File: config.mk
export PLATFORM = sky130hd
export DESIGN_NAME = mem_arb
export DESIGN_NICKNAME = d
export VERILOG_FILES = /design/src/rtl/mem_arb_pkg.sv /design/src/rtl/mem_arb_rr_arb2.sv /design/src/rtl/mem_arb.sv
export SDC_FILE = /design/constraint.sdc
export NUM_CORES = 1
export LEC_CHECK = 0
export ABC_CLOCK_PERIOD_IN_PS = 1500
export BUFFER_PORTS_ARGS = -buffer_cell sky130_fd_sc_hd__buf_2
export CAP_MARGIN = 20
export CELL_PAD_IN_SITES_DETAIL_PLACEMENT = 0
export CELL_PAD_IN_SITES_GLOBAL_PLACEMENT = 1
export CORE_MARGIN = 3
export CORE_UTILIZATION = 27
export CTS_CLUSTER_DIAMETER = 60
export CTS_CLUSTER_SIZE = 16
export DETAILED_ROUTE_END_ITERATION = 16
export GPL_ROUTABILITY_DRIVEN = 0
export PLACE_DENSITY = 0.89
export SLEW_MARGIN = 10
export SYNTH_ARGS = -nofsm -noshare
export SYNTH_HDL_FRONTEND = slang
export SYNTH_SLANG_ARGS = --single-unit
File: constraint.sdc
create_clock -name clk -period 1.5 [get_ports clk]
set_input_delay 0.075 -clock clk [delete_from_list [all_inputs] [get_ports clk]]
set_output_delay 0.075 -clock clk [all_outputs]
set_load 0.1 [all_outputs]
File: src/rtl/mem_arb_pkg.sv
// Shared types and helpers for the two-requester cache-line memory arbiter.
package mem_arb_pkg;

    typedef enum logic [1:0] {IDLE, CMD, BEAT} state_t;
    typedef enum logic {OWN_IC, OWN_DC} owner_t;

    // Byte-offset bits inside one line of 32-bit beats.
    function automatic int off_bits(input int line_words);
        return $clog2(line_words) + 2;
    endfunction

endpackage

File: src/rtl/mem_arb_rr_arb2.sv
// Two-way round-robin grant: a lone request wins, a tie goes to the side not granted last.
module rr_arb2
    import mem_arb_pkg::*;
(
    input  logic clk,
    input  logic rst,
    input  logic req_ic,
    input  logic req_dc,
    input  logic en,
    output logic gnt_ic,
    output logic gnt_dc
);

    owner_t last_grant;

    always_comb begin
        gnt_ic = 1'b0;
        gnt_dc = 1'b0;
        if (en) begin
            if (req_ic && req_dc) begin
                gnt_dc = (last_grant == OWN_IC);
                gnt_ic = (last_grant == OWN_DC);
            end else begin
                gnt_ic = req_ic;
                gnt_dc = req_dc;
            end
        end
    end

    always_ff @(posedge clk) begin
        if (rst) begin
            last_grant <= OWN_IC;
        end else if (gnt_ic) begin
            last_grant <= OWN_IC;
        end else if (gnt_dc) begin
            last_grant <= OWN_DC;
        end
    end

endmodule

File: src/rtl/mem_arb.sv
// Shares one burst memory port between the I-cache refill and D-cache refill/writeback paths.
module mem_arb
    import mem_arb_pkg::*;
#(
    parameter int ADDR_W     = 32,
    parameter int DATA_W     = 32,
    parameter int LINE_WORDS = 4
) (
    input  logic              clk,
    input  logic              rst,
    input  logic              ic_req_valid,
    input  logic [ADDR_W-1:0] ic_req_addr,
    output logic              ic_req_ready,
    output logic              ic_resp_valid,
    output logic              ic_resp_last,
    input  logic              dc_req_valid,
    input  logic [ADDR_W-1:0] dc_req_addr,
    input  logic              dc_req_we,
    output logic              dc_req_ready,
    input  logic [DATA_W-1:0] dc_wdata,
    output logic              dc_wdata_ready,
    output logic              dc_resp_valid,
    output logic              dc_resp_last,
    output logic [DATA_W-1:0] resp_data,
    output logic              mem_req_valid,
    input  logic              mem_req_ready,
    output logic [ADDR_W-1:0] mem_req_addr,
    output logic              mem_req_we,
    input  logic              mem_rdata_valid,
    input  logic [DATA_W-1:0] mem_rdata,
    output logic [DATA_W-1:0] mem_wdata,
    input  logic              mem_wdata_ready
);

    localparam int OFF_W = off_bits(LINE_WORDS);
    localparam int CNT_W = $clog2(LINE_WORDS);
    localparam logic [CNT_W-1:0]  LAST_BEAT = CNT_W'(LINE_WORDS - 1);
    localparam logic [ADDR_W-1:0] OFF_MASK  = ADDR_W'((64'd1 << OFF_W) - 64'd1);

    state_t            state;
    owner_t            owner;
    logic              we_q;
    logic [ADDR_W-1:0] addr_q;
    logic [CNT_W-1:0]  beat_cnt;

    logic              arb_en;
    logic              gnt_ic;
    logic              gnt_dc;
    logic              rd_beat;
    logic              wr_beat;
    logic [ADDR_W-1:0] sel_addr;

    // Arbitration is held off during reset so every output reads 0 in the reset cycle.
    assign arb_en   = (state == IDLE) && !rst;
    assign rd_beat  = (state == BEAT) && !we_q && mem_rdata_valid;
    assign wr_beat  = (state == BEAT) && we_q && mem_wdata_ready;
    assign sel_addr = gnt_dc ? dc_req_addr : ic_req_addr;

    rr_arb2 u_rr_arb2 (
        .clk    (clk),
        .rst    (rst),
        .req_ic (ic_req_valid),
        .req_dc (dc_req_valid),
        .en     (arb_en),
        .gnt_ic (gnt_ic),
        .gnt_dc (gnt_dc)
    );

    assign ic_req_ready   = gnt_ic;
    assign dc_req_ready   = gnt_dc;
    assign dc_wdata_ready = wr_beat && !rst;
    assign mem_wdata      = dc_wdata;
    assign mem_req_valid  = (state == CMD);
    assign mem_req_addr   = addr_q;
    assign mem_req_we     = we_q;

    always_ff @(posedge clk) begin
        if (rst) begin
            state         <= IDLE;
            owner         <= OWN_IC;
            we_q          <= 1'b0;
            addr_q        <= '0;
            beat_cnt      <= '0;
            resp_data     <= '0;
            ic_resp_valid <= 1'b0;
            ic_resp_last  <= 1'b0;
            dc_resp_valid <= 1'b0;
            dc_resp_last  <= 1'b0;
        end else begin
            ic_resp_valid <= rd_beat && (owner == OWN_IC);
            dc_resp_valid <= rd_beat && (owner == OWN_DC);
            ic_resp_last  <= rd_beat && (owner == OWN_IC) && (beat_cnt == LAST_BEAT);
            dc_resp_last  <= rd_beat && (owner == OWN_DC) && (beat_cnt == LAST_BEAT);
            if (rd_beat) begin
                resp_data <= mem_rdata;
            end
            case (state)
                IDLE: begin
                    if (gnt_ic || gnt_dc) begin
                        owner  <= gnt_dc ? OWN_DC : OWN_IC;
                        we_q   <= gnt_dc && dc_req_we;
                        addr_q <= sel_addr & ~OFF_MASK;
                        state  <= CMD;
                    end
                end
                CMD: begin
                    if (mem_req_ready) begin
                        beat_cnt <= '0;
                        state    <= BEAT;
                    end
                end
                BEAT: begin
                    if (rd_beat || wr_beat) begin
                        beat_cnt <= beat_cnt + CNT_W'(1);
                        if (beat_cnt == LAST_BEAT) begin
                            state <= IDLE;
                        end
                    end
                end
                default: state <= IDLE;
            endcase
        end
    end

endmodule

Word-level counts from Yosys, hierarchy flattened
Cells that the tools add are included.

word-level totals
  register bits = 71
  word-level logic and storage cells = 57

operators by class
  $add $sub $neg = 1
  eq/ne operators = 7
  muxes and demuxes = 14
  bitwise operators = 2
  reduce and logical (&&, ||, !) cells = 22

operators with widths
  kind                                                                    count
  32-bit two-way mux                                                      1
  1-bit logical AND                                                       12
  2-bit two-way mux                                                       6
  2-bit by 1-bit != test with 1-bit output (second input constant)        4
  2-bit case mux with 3 select lines                                      1
  1-bit two-way mux                                                       5
  2-bit equality test (second input constant)                             2
  2-bit case mux with 2 select lines                                      1
  4-bit AND reduction                                                     1
  3-bit AND reduction                                                     1
  2-bit by 1-bit adder with 2-bit output (second input constant)          1
  2-bit by 1-bit equality test with 1-bit output (second input constant)  1
  1-bit logical NOT                                                       2
  2-bit logical NOT                                                       1
  1-bit logical OR                                                        2
  1-bit inverter                                                          2
  2-bit AND reduction                                                     1
  2-bit nonzero test                                                      1
  2-bit OR reduction                                                      1

Longest topological paths before layout
  word-level depth = 6
  gate-level depth with buffers = 6

By module
A second synthesis with hierarchy kept.

second synthesis, totals
  cell total of the unflattened synthesis = 364
  area total of the unflattened synthesis = 3251.9 sq um

modules (own cells, without submodules)
  module   times used  cells each  area an instance (sq um)  sequential area each (sq um)
  mem_arb  1           356         3196.8                    1401.3
  rr_arb2  1           8           55.1                      20.0

Worst setup path after synthesis
OpenSTA, ideal clock, no wires.

  kind = register to output
  start = reg we_q, in the netlist mem_req_we
  end = out dc_wdata_ready
  data arrival time = 3146 ps
  required time = 1425 ps
  path slack = -1721 ps
  stages on the path, launching flop included = 3
  buffers on the path = 0
  cell sequence = dfxtp_1 nand2_1 nor3_1

between the ends
  word-level cells in the longest chain between the ends = 3

RTL lines
  item                            RTL line        text
  start, declared                 mem_arb.sv:42   logic we_q;
  start signal, assigned          mem_arb.sv:101  we_q <= gnt_dc && dc_req_we;
  1-bit logical AND (2 in a row)  mem_arb.sv:56   assign wr_beat = (state == BEAT) && we_q && mem_wdata_ready;
  1-bit logical AND               mem_arb.sv:71   assign dc_wdata_ready = wr_beat && !rst;
  end, declared                   mem_arb.sv:21   output logic dc_wdata_ready,

Every way passes these cells.

Worst setup path after layout
  start = reg state[0]
  end = reg addr_q[12], in the netlist mem_req_addr[12]

between the ends
  word-level cells in the longest chain between the ends = 5
  elaborated cells between the ends (all ways) = 7
  those cells by class = mux (3); reduce/logical (4)

RTL lines
  item                           RTL line                      text
  start, declared                mem_arb.sv:40                 state_t state;
  start signal, assigned         mem_arb.sv:79                 state <= IDLE;
  start signal, assigned         mem_arb.sv:103                state <= CMD;
  start signal, assigned         mem_arb.sv:109                state <= BEAT;
  2-bit logical NOT *            mem_arb.sv:54, mem_arb.sv:97
  1-bit logical AND              mem_arb.sv:54                 assign arb_en = (state == IDLE) && !rst;
  1-bit two-way mux              mem_arb_rr_arb2.sv:19         if (en) begin
  1-bit logical OR               mem_arb.sv:99                 if (gnt_ic || gnt_dc) begin
  2-bit AND reduction (no line)  --
  end signal, assigned           mem_arb.sv:102                addr_q <= sel_addr & ~OFF_MASK;
  end, declared                  mem_arb.sv:43                 logic [ADDR_W-1:0] addr_q;

Every way passes the cells marked *; elsewhere a longest branch is shown, timed or not.
A chain may end at the register's enable or synchronous reset.

==> impl_metrics.json <==
{
  "path_clk_slew_ps": 60,
  "synthAdderAreaFrac": 0.00376,
  "top_level_ports": 241,
  "min_from": "ic_req_addr[6]",
  "violations": "negative setup slack",
  "critPathSlowestCell": "or3_4",
  "arrival_ps": 1740,
  "overflow": 0,
  "critical_path.cell_chain": "buf_4, or3_4, nor2_8, clkbuf_16, a311oi_2",
  "r2r-end": "mem_req_addr[12]$_SDFFE_PP0P_",
  "period_minus_slack_ps": 1530,
  "synthSimpleGateAreaFrac": 0.172,
  "power.total_mw": 5.97,
  "synth_xor_area_frac": 0,
  "cp.depth": 5,
  "finalHoldViolCount": 0,
  "hpwl_um": 7190,
  "clock_path_buffers": 2,
  "slew_headroom": 0.661,
  "path_delay_family": "simple AND/OR/NAND/NOR gates",
  "ir_drop_v": 0.000753,
  "die_area_sq_mm": 0.0137,
  "vias": 3502,
  "drc": 0,
  "avgSynthCellArea_sq_um": 8.33,
  "grt_pass1_vias": 3362,
  "start_util": 0.284,
  "p_leak_nw": 2.18,
  "setup_violations": 16,
  "viasPerCell": 4.88,
  "rsz0062_at_grt": "true",
  "finClkSkew_ps": 5.63,
  "io_buffers": 164,
  "cp-startpoint": "state[0]$_SDFFE_PP0P_",
  "num_antenna_cells": 0,
  "synth-seq-area-share": 0.427,
  "finalNonFillerCells": 717,
  "final-max-slew-violation-count": 0,
  "antenna_found_initial": 0,
  "synth_edf_count": 0,
  "final_net_count": 706,
  "fin_crit_sh": 1.02,
  "synth_top_family_by_area": "compound AO/OA/AOI/OAI gates",
  "ant_nets": 0,
  "worstMarginPinSlew_ps": 513,
  "root_buffer": "clkbuf_16",
  "path_buf_inv": 2,
  "r2r_slack_ps": -30,
  "hp-class": "in2reg",
  "power.density_mw_per_mm2": 1170,
  "grt_pass1_wl_um": 16300,
  "cp-end-kind": "flop",
  "synth_compound_area_frac": 0.242,
  "layout_commonest_cell": "buf_2",
  "status": "finished, violations left",
  "async_flop_share": 0,
  "insertion_delay_ps": 340,
  "syn_area_sq_mm": 0.00333,
  "holdPathStages": 3,
  "fillers": 1152,
  "drt_iter0_markers": 112,
  "grt_max_degree": 40,
  "core_sq_mm": 0.0117,
  "ys_seq_elements": 71,
  "whs_endpoint": "mem_req_addr[6]$_SDFFE_PP0P_",
  "routed_wirelength_um": 11200,
  "htreeDepth": 3,
  "r2r_cells": 5,
  "die-width_um": 117,
  "dp_cells": 655,
  "yosys.cell_types.count": 39,
  "yosys_warnings": 0,
  "worst_slack_ps": -27.3,
  "avgRoutedWirePerCell_um": 15.6,
  "numCtsBuffers": 9,
  "synthCells": 400,
  "critPathKind": "reg2reg",
  "clock_sinks": 71,
  "rows": 39,
  "syn2layout_area_growth_pct": 52.9,
  "ys.flop_type": "dfxtp_1",
  "die_h_um": 117,
  "mostFrequentLayoutCells": "160 x buf_2, 68 x dfxtp_1, 66 x nand2_1, 65 x a21oi_1, 37 x dlygate4sd3_1",
  "drt_first_pass_iters": 4,
  "cap_violations": 0,
  "grt_util_all_layers": 0.153,
  "cp-start-kind": "flop",
  "cp.required_ps": 1710,
  "drive_above_1_share": 0.416,
  "tritoncts": "yes",
  "crit_fanout": 7,
  "synthMuxAreaShare": 0.00338,
  "crit_path_max_incr_delay_ps": 410,
  "fmax_mhz": 655,
  "reg2reg_from": "state[0]$_SDFFE_PP0P_"
}
[sequential cells by signal, summed over array words and instances (netlist names)]
register / count
resp_data: 32
mem_req_addr: 28
beat_cnt: 2
state: 2
dc_resp_last: 1
dc_resp_valid: 1
ic_resp_last: 1
ic_resp_valid: 1
mem_req_we: 1
owner: 1
u_rr_arb2.last_grant: 1
[cell usage after synthesis, drive strengths merged, types with 2 or more instances]
cell type  number  share of area
nor3b           2         0.0045
nand2          67          0.076
o21ai          31          0.047
nor2b           2         0.0038
clkbuf          7         0.0079
nand3          30          0.045
nand2b          2         0.0038
nor3            3         0.0079
a21oi          65          0.098
dfxtp          71           0.43
nor2            4         0.0094
inv             4         0.0045
buf            66           0.14
a311oi         28          0.076
[tightest hold or removal path, cell delays in order]
cell and delay (ps):
buf_2 100, o21ai_2 40, a311oi_1 70
[cell families (layout without fill, tap and decap cells)]
kind of cell	after synthesis	in the layout
muxes	1	1
other	1	4
AOI/OAI and AO/OA	131	131
adders and majority gates	1	1
buffers and inverters	77	248
and+or+nand+nor	118	118
DFF	71	71
[routing by layer]
metal	routed length (um)	part of all wire	track usage	up-vias
met5	0	0	0	-
met4	346	0.031	0.0787	0
met3	973	0.087	0.0524	26
met2	5340	0.48	0.247	184
met1	4550	0.41	0.182	1568
li1	-	-	-	1724
[repair_timing]
action | 4_1_cts | 5_1_grt
hold buffers | 37 | 0
setup endpoints to repair | 4 | 18
buffers inserted | 4 | 0
gates cloned | 1 | 5
gates resized for setup | 15 | 20
hold endpoints to repair | 37 | 0
pin swaps | 3 | 3
[per-stage QoR]
step	area [sq um]	util	hold WS [ps]	setup TNS, ps	setup slack, ps
2_1_floorplan	3370	-	211	-93.3	-59.6
3_3_place_gp	4150	0.354	151	0	96.9
3_5_place_dp	4150	0.354	151	0	34.5
4_1_cts	4900	0.419	0.611	-33.1	-32.2
5_1_grt	5090	0.435	-0.284	-1370	-85.2
6_report	5090	0.435	0.993	-231	-27.3
[layout make-up]
cell class / instances / area (sq um) / area share
timing repair buffer: 228 / 1630 / 0.320
multi-input combinational: 255 / 1530 / 0.299
sequential: 71 / 1430 / 0.281
clock buffer: 11 / 253 / 0.0496
tap: 143 / 179 / 0.0351
clock inverter: 5 / 56.3 / 0.0111
inverter: 4 / 18.8 / 0.00368
[worst max-delay path by stage]
stage	to
after floorplan	dc_wdata_ready
after global placement	mem_req_addr[23]$_SDFFE_PP0P_
after detailed placement	resp_data[22]$_SDFFE_PP0N_
after CTS	ic_req_ready
final	mem_req_addr[12]$_SDFFE_PP0P_
after global routing	ic_req_ready
[where the power goes]
group | internal (mW) | switching (mW)
Clock | 1.37 | 0.802
Sequential | 1.99 | 0.0626
Combinational | 0.539 | 1.21
Power figures use the tool's default switching activity.
